`src/rtl/alu_seq.sv`:
```
// Registered ALU with a start/busy/done handshake. Single-cycle logic/arith/shift ops
// complete on the accepting edge; MUL/MULHU run an iterative shift-add over WORD_SIZE cycles.
module alu_seq #(
    parameter int unsigned WORD_SIZE = 18,
    parameter int unsigned CNT_W     = $clog2(WORD_SIZE + 1)
) (
    input  logic                 clock,
    input  logic                 reset_n,
    input  logic                 start,
    input  logic [3:0]           op,
    input  logic [WORD_SIZE-1:0] r0,
    input  logic [WORD_SIZE-1:0] r1,
    output logic                 busy,
    output logic                 done,
    output logic [WORD_SIZE-1:0] res,
    output logic                 flag_z,
    output logic                 flag_c,
    output logic                 flag_n
);

    localparam int unsigned W = WORD_SIZE;

    typedef enum logic {
        S_IDLE,
        S_MUL
    } state_t;

    typedef enum logic [3:0] {
        OP_REG0  = 4'd0,
        OP_REG1  = 4'd1,
        OP_ADD   = 4'd2,
        OP_SUB   = 4'd3,
        OP_AND   = 4'd4,
        OP_OR    = 4'd5,
        OP_XOR   = 4'd6,
        OP_NOT   = 4'd7,
        OP_SHL   = 4'd8,
        OP_SHR   = 4'd9,
        OP_SAR   = 4'd10,
        OP_MUL   = 4'd11,
        OP_MULHU = 4'd12
    } op_t;

    state_t              state_q, state_d;
    logic [CNT_W-1:0]    cnt_q, cnt_d;
    logic [W-1:0]        mcand_q, mcand_d;
    logic [2*W-1:0]      acc_q, acc_d;
    logic                hi_sel_q, hi_sel_d;
    logic [W-1:0]        res_q, res_d;
    logic                z_q, z_d, c_q, c_d, n_q, n_d;
    logic                done_q, done_d;

    logic [W-1:0]        alu_res;
    logic                alu_c;
    logic [W:0]          sum_w, diff_w, shl_w, shr_w;
    logic signed [W:0]   sar_w;
    logic                amt_big;
    logic [W:0]          step;
    logic                wr;
    logic [W-1:0]        wr_res;
    logic                wr_c;

    always_comb begin
        sum_w   = {1'b0, r0} + {1'b0, r1};
        diff_w  = {1'b0, r0} - {1'b0, r1};
        // Extra bit beyond the word captures the last bit shifted out.
        shl_w   = {1'b0, r0} << r1;
        shr_w   = {r0, 1'b0} >> r1;
        sar_w   = $signed({r0, 1'b0}) >>> r1;
        amt_big = (r1 >= W'(WORD_SIZE));
        alu_res = '0;
        alu_c   = 1'b0;
        case (op_t'(op))
            OP_REG0: alu_res = r0;
            OP_REG1: alu_res = r1;
            OP_ADD:  {alu_c, alu_res} = sum_w;
            OP_SUB:  {alu_c, alu_res} = diff_w;
            OP_AND:  alu_res = r0 & r1;
            OP_OR:   alu_res = r0 | r1;
            OP_XOR:  alu_res = r0 ^ r1;
            OP_NOT:  alu_res = ~r1;
            OP_SHL:  if (!amt_big) {alu_c, alu_res} = shl_w;
            OP_SHR:  if (!amt_big) {alu_res, alu_c} = shr_w;
            OP_SAR:  {alu_res, alu_c} = sar_w;
            default: ;
        endcase
    end

    always_comb begin
        state_d  = state_q;
        cnt_d    = cnt_q;
        mcand_d  = mcand_q;
        acc_d    = acc_q;
        hi_sel_d = hi_sel_q;
        res_d    = res_q;
        z_d      = z_q;
        c_d      = c_q;
        n_d      = n_q;
        done_d   = 1'b0;
        wr       = 1'b0;
        wr_res   = '0;
        wr_c     = 1'b0;
        step     = {1'b0, acc_q[2*W-1:W]} + {1'b0, (acc_q[0] ? mcand_q : '0)};
        case (state_q)
            S_IDLE: begin
                if (start) begin
                    if (op == OP_MUL || op == OP_MULHU) begin
                        state_d  = S_MUL;
                        cnt_d    = '0;
                        mcand_d  = r0;
                        acc_d    = {{W{1'b0}}, r1};
                        hi_sel_d = (op == OP_MULHU);
                    end else begin
                        wr     = 1'b1;
                        wr_res = alu_res;
                        wr_c   = alu_c;
                    end
                end
            end
            S_MUL: begin
                // Multiplier sits in the low half and is consumed one bit per step.
                acc_d = {step, acc_q[W-1:1]};
                cnt_d = cnt_q + 1'b1;
                if (cnt_q == CNT_W'(W - 1)) begin
                    state_d = S_IDLE;
                    wr      = 1'b1;
                    wr_res  = hi_sel_q ? acc_d[2*W-1:W] : acc_d[W-1:0];
                    wr_c    = hi_sel_q ? |acc_d[W-1:0] : |acc_d[2*W-1:W];
                end
            end
            default: state_d = S_IDLE;
        endcase
        if (wr) begin
            res_d  = wr_res;
            z_d    = (wr_res == '0);
            c_d    = wr_c;
            n_d    = wr_res[W-1];
            done_d = 1'b1;
        end
    end

    always_ff @(posedge clock or negedge reset_n) begin
        if (!reset_n) begin
            state_q  <= S_IDLE;
            cnt_q    <= '0;
            mcand_q  <= '0;
            acc_q    <= '0;
            hi_sel_q <= 1'b0;
            res_q    <= '0;
            z_q      <= 1'b1;
            c_q      <= 1'b0;
            n_q      <= 1'b0;
            done_q   <= 1'b0;
        end else begin
            state_q  <= state_d;
            cnt_q    <= cnt_d;
            mcand_q  <= mcand_d;
            acc_q    <= acc_d;
            hi_sel_q <= hi_sel_d;
            res_q    <= res_d;
            z_q      <= z_d;
            c_q      <= c_d;
            n_q      <= n_d;
            done_q   <= done_d;
        end
    end

    assign busy   = (state_q == S_MUL);
    assign done   = done_q;
    assign res    = res_q;
    assign flag_z = z_q;
    assign flag_c = c_q;
    assign flag_n = n_q;

endmodule

```
`config.mk`:
```
export PLATFORM = sky130hd
export DESIGN_NAME = alu_seq
export DESIGN_NICKNAME = d
export VERILOG_FILES = /design/src/rtl/alu_seq.sv
export SDC_FILE = /design/constraint.sdc
export NUM_CORES = 1
export LEC_CHECK = 0
export CORE_ASPECT_RATIO = 2
export CORE_MARGIN = 10
export CORE_UTILIZATION = 55
export CTS_CLUSTER_SIZE = 28
export DETAILED_ROUTE_END_ITERATION = 16
export PLACE_DENSITY = 0.75
export SLEW_MARGIN = 15
export SYNTH_ARGS = -nofsm -noshare
export SYNTH_HDL_FRONTEND = slang
export SYNTH_SLANG_ARGS = --single-unit
```
`constraint.sdc`:
```
create_clock -name clock -period 10.4 [get_ports clock]
set_clock_uncertainty 0.15 [all_clocks]
set_input_delay 1.56 -clock clock [delete_from_list [all_inputs] [get_ports clock]]
set_output_delay 1.56 -clock clock [all_outputs]
set_load 0.01 [all_outputs]
```
* Word level (Yosys, flattened, before mapping)
Cells that the tools add are included.
Storage, ports and cells: input bits 43, output and inout bits 23, register bits after elaboration 83, logic and storage cells 77
Cells by class: shift-type cells 3, reductions and logical operators 7, $add $sub $neg 4, multiplexer cells 32, bitwise operators 5, equal/unequal tests 15, $lt $le $gt $ge 1
Operators with widths (number):
- $pmux W18 S11 | 1
- $mux W18 | 7
- $mux W36 | 2
- $pmux W36 S2 | 1
- $add A18 B18 Y19 | 2
- $pmux W18 S2 | 1
- $reduce_or A18 Y1 | 2
- $eq A4 B4 Y1 const B | 5
- $shl A18 B18 Y19 | 1
- $shr A19 B18 Y19 | 1
- $sshr A19 B18 Y19 | 1
- $sub A18 B18 Y19 | 1
- $and A18 B18 Y18 | 1
- $ge A18 B5 Y1 const B | 1
- $logic_not A18 Y1 | 1
- $not A18 Y18 | 1
- $or A18 B18 Y18 | 1
- $xor A18 B18 Y18 | 1
- $eq A4 B3 Y1 const B | 4
- $mux W1 | 13
- $mux W5 | 2
- $pmux W5 S2 | 1
- $eq A4 B2 Y1 const B | 2
- $pmux W1 S2 | 3
- other kinds (10) | 11

* Depth between registers and ports, before layout
depth in word-level cells 7, mapped depth 16

* Worst setup path after synthesis
No wires, ideal clock.
path type input port to flip-flop, start input port r1[3], end register z_q, in the netlist flag_z, stages on the path 15, arrival 5.372 ns, path slack 4.815 ns, data required time 10.187 ns, cells stage by stage clkbuf_1 > clkinv_1 > clkbuf_1 > ha_1 > clkbuf_1 > inv_1 > a221oi_1 > o211ai_1 > a2111oi_0 > nor2_1 > xnor2_1 > a311o_1 > or4_1 > nor3_2 > a32o_1
Between the ends: longest elaborated chain between the ends 7, elaborated cells on any way between the ends 17
RTL lines:
- start, declared | RTL line 12 | input logic [WORD_SIZE-1:0] r1,
- $ge A18 B5 Y1, or another cell as far along | RTL line 70 | amt_big = (r1 >= W'(WORD_SIZE));
- $mux W18 (on tied branches) | RTL line 83, 82
- $pmux W18 S11 * | RTL line 73 | case (op_t'(op))
- $mux W18 * | RTL line 107 | if (op == OP_MUL || op == OP_MULHU) begin
- $mux W18 * | RTL line 106 | if (start) begin
- $pmux W18 S2 * | RTL line 104 | case (state_q)
- $logic_not A18 Y1 * | RTL line 135 | z_d = (wr_res == '0);
- end signal, assigned | RTL line 161 | z_q <= z_d;
- end, declared | RTL line 50 | logic z_q, z_d, c_q, c_d, n_q, n_d;
Every way passes the cells marked *; elsewhere a longest branch is shown, timed or not. A chain may end at the register's enable or synchronous reset.

* Final worst setup path
Same ends and word-level chain as after synthesis.

==> results by group <==
Yosys
  • Yosys top cell by area: dfrtp_1
  • Synthesis warning total: 0
  • Syn Inst Count: 1423
  • Post-Synth Simple-Gate Area: 0.2313
  • Top FF cell, synth: dfrtp_1
  • Post-Syn Nets: 1543
  • Post-synthesis cell type count: 97
  • Post-synthesis compound-gate area fraction: 0.2723
  • Adder-Cell Fraction of Synth Area: 0.09011
  • Top area cells in the synthesized netlist: dfrtp_1, ha_1, mux4_2
  • Share of the synthesized area in the top cell type: 0.1852
  • Largest family of logic cells by synthesized area: compound AO/OA/AOI/OAI gates
  • Post-Synth XOR/XNOR Area: 0.02241
  • Async set-or-reset flop fraction in the synthesized netlist: 1.000
  • Syn avg cell area: 7.689 sq um
  • Number of flops mapped to enable cells by yosys: 0
  • Post-synthesis register bit count: 82
  • Mux contribution to synthesized area: 0.1250
  • Netlist Area Pre-Place: 10940 sq um
  • Post-synthesis sequential area ratio: 0.1877

Place
  • Placer Congestion: 1.197
  • Placed Instances: 1661
  • HPWL Detailed: 40200 microns
  • Number of port buffers: 65

Setup path
  • CP cell instances: clkdlybuf4s50_1 > buf_4 > clkinv_1 > ha_1 > inv_1 > a221oi_1 > o211ai_1 > a2111oi_0 > nor2_1 > xnor2_1 > a311o_1 > or4_1 > nor3_2 > a32o_1
  • Reg2reg end: flag_c
  • Setup Crit Path Kind: in -> reg
  • Maximum net fanout on the critical path: 47
  • Crit start category: input pin
  • Slowest stage cell, crit path: a2111oi_0
  • Worst setup startpoint: r1[3]
  • CP Data Required Time: 10.54 ns
  • Critical path arrival: 7.10 ns
  • CP Capture Point: flag_z
  • R2r setup slk: 5.58 ns
  • Reg2Reg Depth: 12
  • CP endpoint kind: flop
  • Worst stage delay on the critical path: 0.78 ns
  • RR Startpoint: acc_q[0]

Cells and area
  • Sequential Area: 2054 sq um
  • Multi-input gate area: 8122 sq um
  • Fin nets: 1530
  • Final Non-Filler Cells: 1678
  • Most common cell after layout, fill and taps aside: nand2_1
  • Layout area overhead: 9.022%
  • Most frequent cells in the layout: nand2_1, nor2_1, o21ai_0, a21oi_1, dfrtp_1
  • Share of post-route cells with drive strength above 1: 0.08622
  • Fill cells: 1712

Worst hold path
  • Hold Path Class: reg -> reg
  • Worst Hold Launch: mcand_q[2]

Clock tree
  • Root Buffer: clkbuf_16
  • Post-CTS Hold Fix Bufs: 0
  • Post-CTS Resized: 0
  • Clock Sinks: 82
  • Setup bufs post-CTS: 0
  • Reg clk slew, reported paths: 0.06 ns
  • Deepest level of the CTS H-tree: 3
  • CTS tree: done
  • Clock insertion delay at the later pin of the skew report: 0.35 ns
  • Cts bufs inserted: 9
  • Clock Tree Buf Depth: 2

Pwr
  • Leakage: 0.004868 uW
  • VDD IR-drop max: 205.0 uV
  • Pwr dens: 166.7 nW/um^2

Die
  • Ports: 66
  • Die Y-Extent: 219.5 microns
  • Row Count: 73
  • Initial Util: 0.5546
  • Die W: 119.7 microns
  • Core ar.: 19730 sq um
  • Die footprint: 26280 sq um

Routing
  • WL per Instance: 31.79 microns
  • Initial DRC Count: 1675
  • Routed WL: 53350 microns
  • Detailed-route DRC error count: 0
  • Vias per cell: 7.350
  • Via count: 12330
  • Antenna-violating nets left: 0
  • DR pass1 iterations: 6

Run status
  • Status: completed

Global route
  • Largest net degree at the start of global routing: 83
  • Total GRT Usage: 0.3965
  • Total congestion overflow: 0
  • Initial antenna violation count: 1
  • Vias in the first global route: 12120
  • First-pass GRT wire length: 77800 microns

Timing
  • Tcrit/Tclk final: 0.6693
  • Unrepaired setup endpoints after global routing: no
  • Rel. slew slack: 0.1601
  • Final Hold Vio Count: 0
  • FMAX: 143.7 MHz
  • Fin crit period: 6.960 ns
  • Final setup TNS: 0 ns
  • Setup violators final: 0
  • Slew @ Worst Pin: 1.248 ns
  • Final Max Tran Viols: 0

Flow run
  • MaxCap Viol Count: 0
==> critical path: cells and delay by family <==
family	cells	cell delay, ns
simple gates	3	0.80
buf+inv	4	1.68
compound gates	5	2.19
xor+xnor	1	0.16
fa+ha+maj	1	0.70
==> how the worst min path moves through the flow <==
stage	end	cells after the start
2_1_floorplan	mcand_q[17]	2
3_3_place_gp	mcand_q[11]	2
3_5_place_dp	mcand_q[7]	2
4_1_cts	mcand_q[2]	2
5_1_grt	mcand_q[2]	2
6_report	mcand_q[2]	2
==> through the flow <==
step	total power (uW)	setup slack (ns)	area (sq um)	util	hold WS (ns)
2_1_floorplan	1182	4.815	10940	-	0.2918
3_3_place_gp	1523	3.248	11580	0.5871	0.3047
3_5_place_dp	1564	3.236	11580	0.5871	0.3131
4_1_cts	1947	3.580	11930	0.6045	0.3265
5_1_grt	2087	3.266	11930	0.6045	0.3420
6_report	1989	3.440	11930	0.6046	0.3204
==> logic make-up (layout without fill, tap and decap cells) <==
group           count (synthesis)  count (layout)
compound gates                449             449
xor+xnor                       28              28
fa+ha+maj                      77              77
buf+inv                       185             177
flops                          82              82
mux                            99              99
other cells                     0               1
simple gates                  503             503
==> registers in the layout, summed over array words and instances (netlist names) <==
signal,cells
acc_q,36
flag_z,1
cnt_q,5
mcand_q,18
busy,1
hi_sel_q,1
res,18
done,1
flag_c,1
==> cells in the mapped netlist (16+ instances only) <==
cell      instances
o21ai_0         111
ha_1             74
nor4_1           16
mux2i_1          50
o22ai_1          19
buf_2            20
nor3_1           32
nand3_1          36
a31oi_1          16
xnor2_1          18
nand2_1         150
and2_1           25
mux2_2           17
nor2b_1          16
mux4_2           28
nor2_1          126
a211oi_1         20
dfrtp_1          81
nand2b_1         21
a21oi_1         101
inv_1            65
clkbuf_1         76
==> layout make-up <==
| class | instances | share of cell area |
|---|---|---|
| Antenna cell | 1 | 0.0002098 |
| Clock buffer | 10 | 0.01919 |
| Clock inverter | 6 | 0.009650 |
| Inverter | 72 | 0.02266 |
| Multi-Input combinational cell | 1156 | 0.6808 |
| Sequential cell | 82 | 0.1722 |
| Tap cell | 262 | 0.02748 |
| Timing Repair Buffer | 89 | 0.06776 |
==> where the power goes <==
| part | leakage [uW] | switching [uW] | internal, uW | total [uW] |
|---|---|---|---|---|
| combinational | 0.00366 | 645 | 397 | 1040 |
| clock | 0.000163 | 137 | 235 | 372 |
| sequential | 0.00105 | 121 | 454 | 575 |
| total | 0.00487 | 903 | 1090 | 1990 |
==> metal layers <==
metal	wire length, microns	GRT usage
met5	0	0
met3	4228	0.07868
met1	16610	0.3841
met2	26040	0.6710
met4	6465	0.4099
No activity file was read; power rests on OpenSTA's default activity.
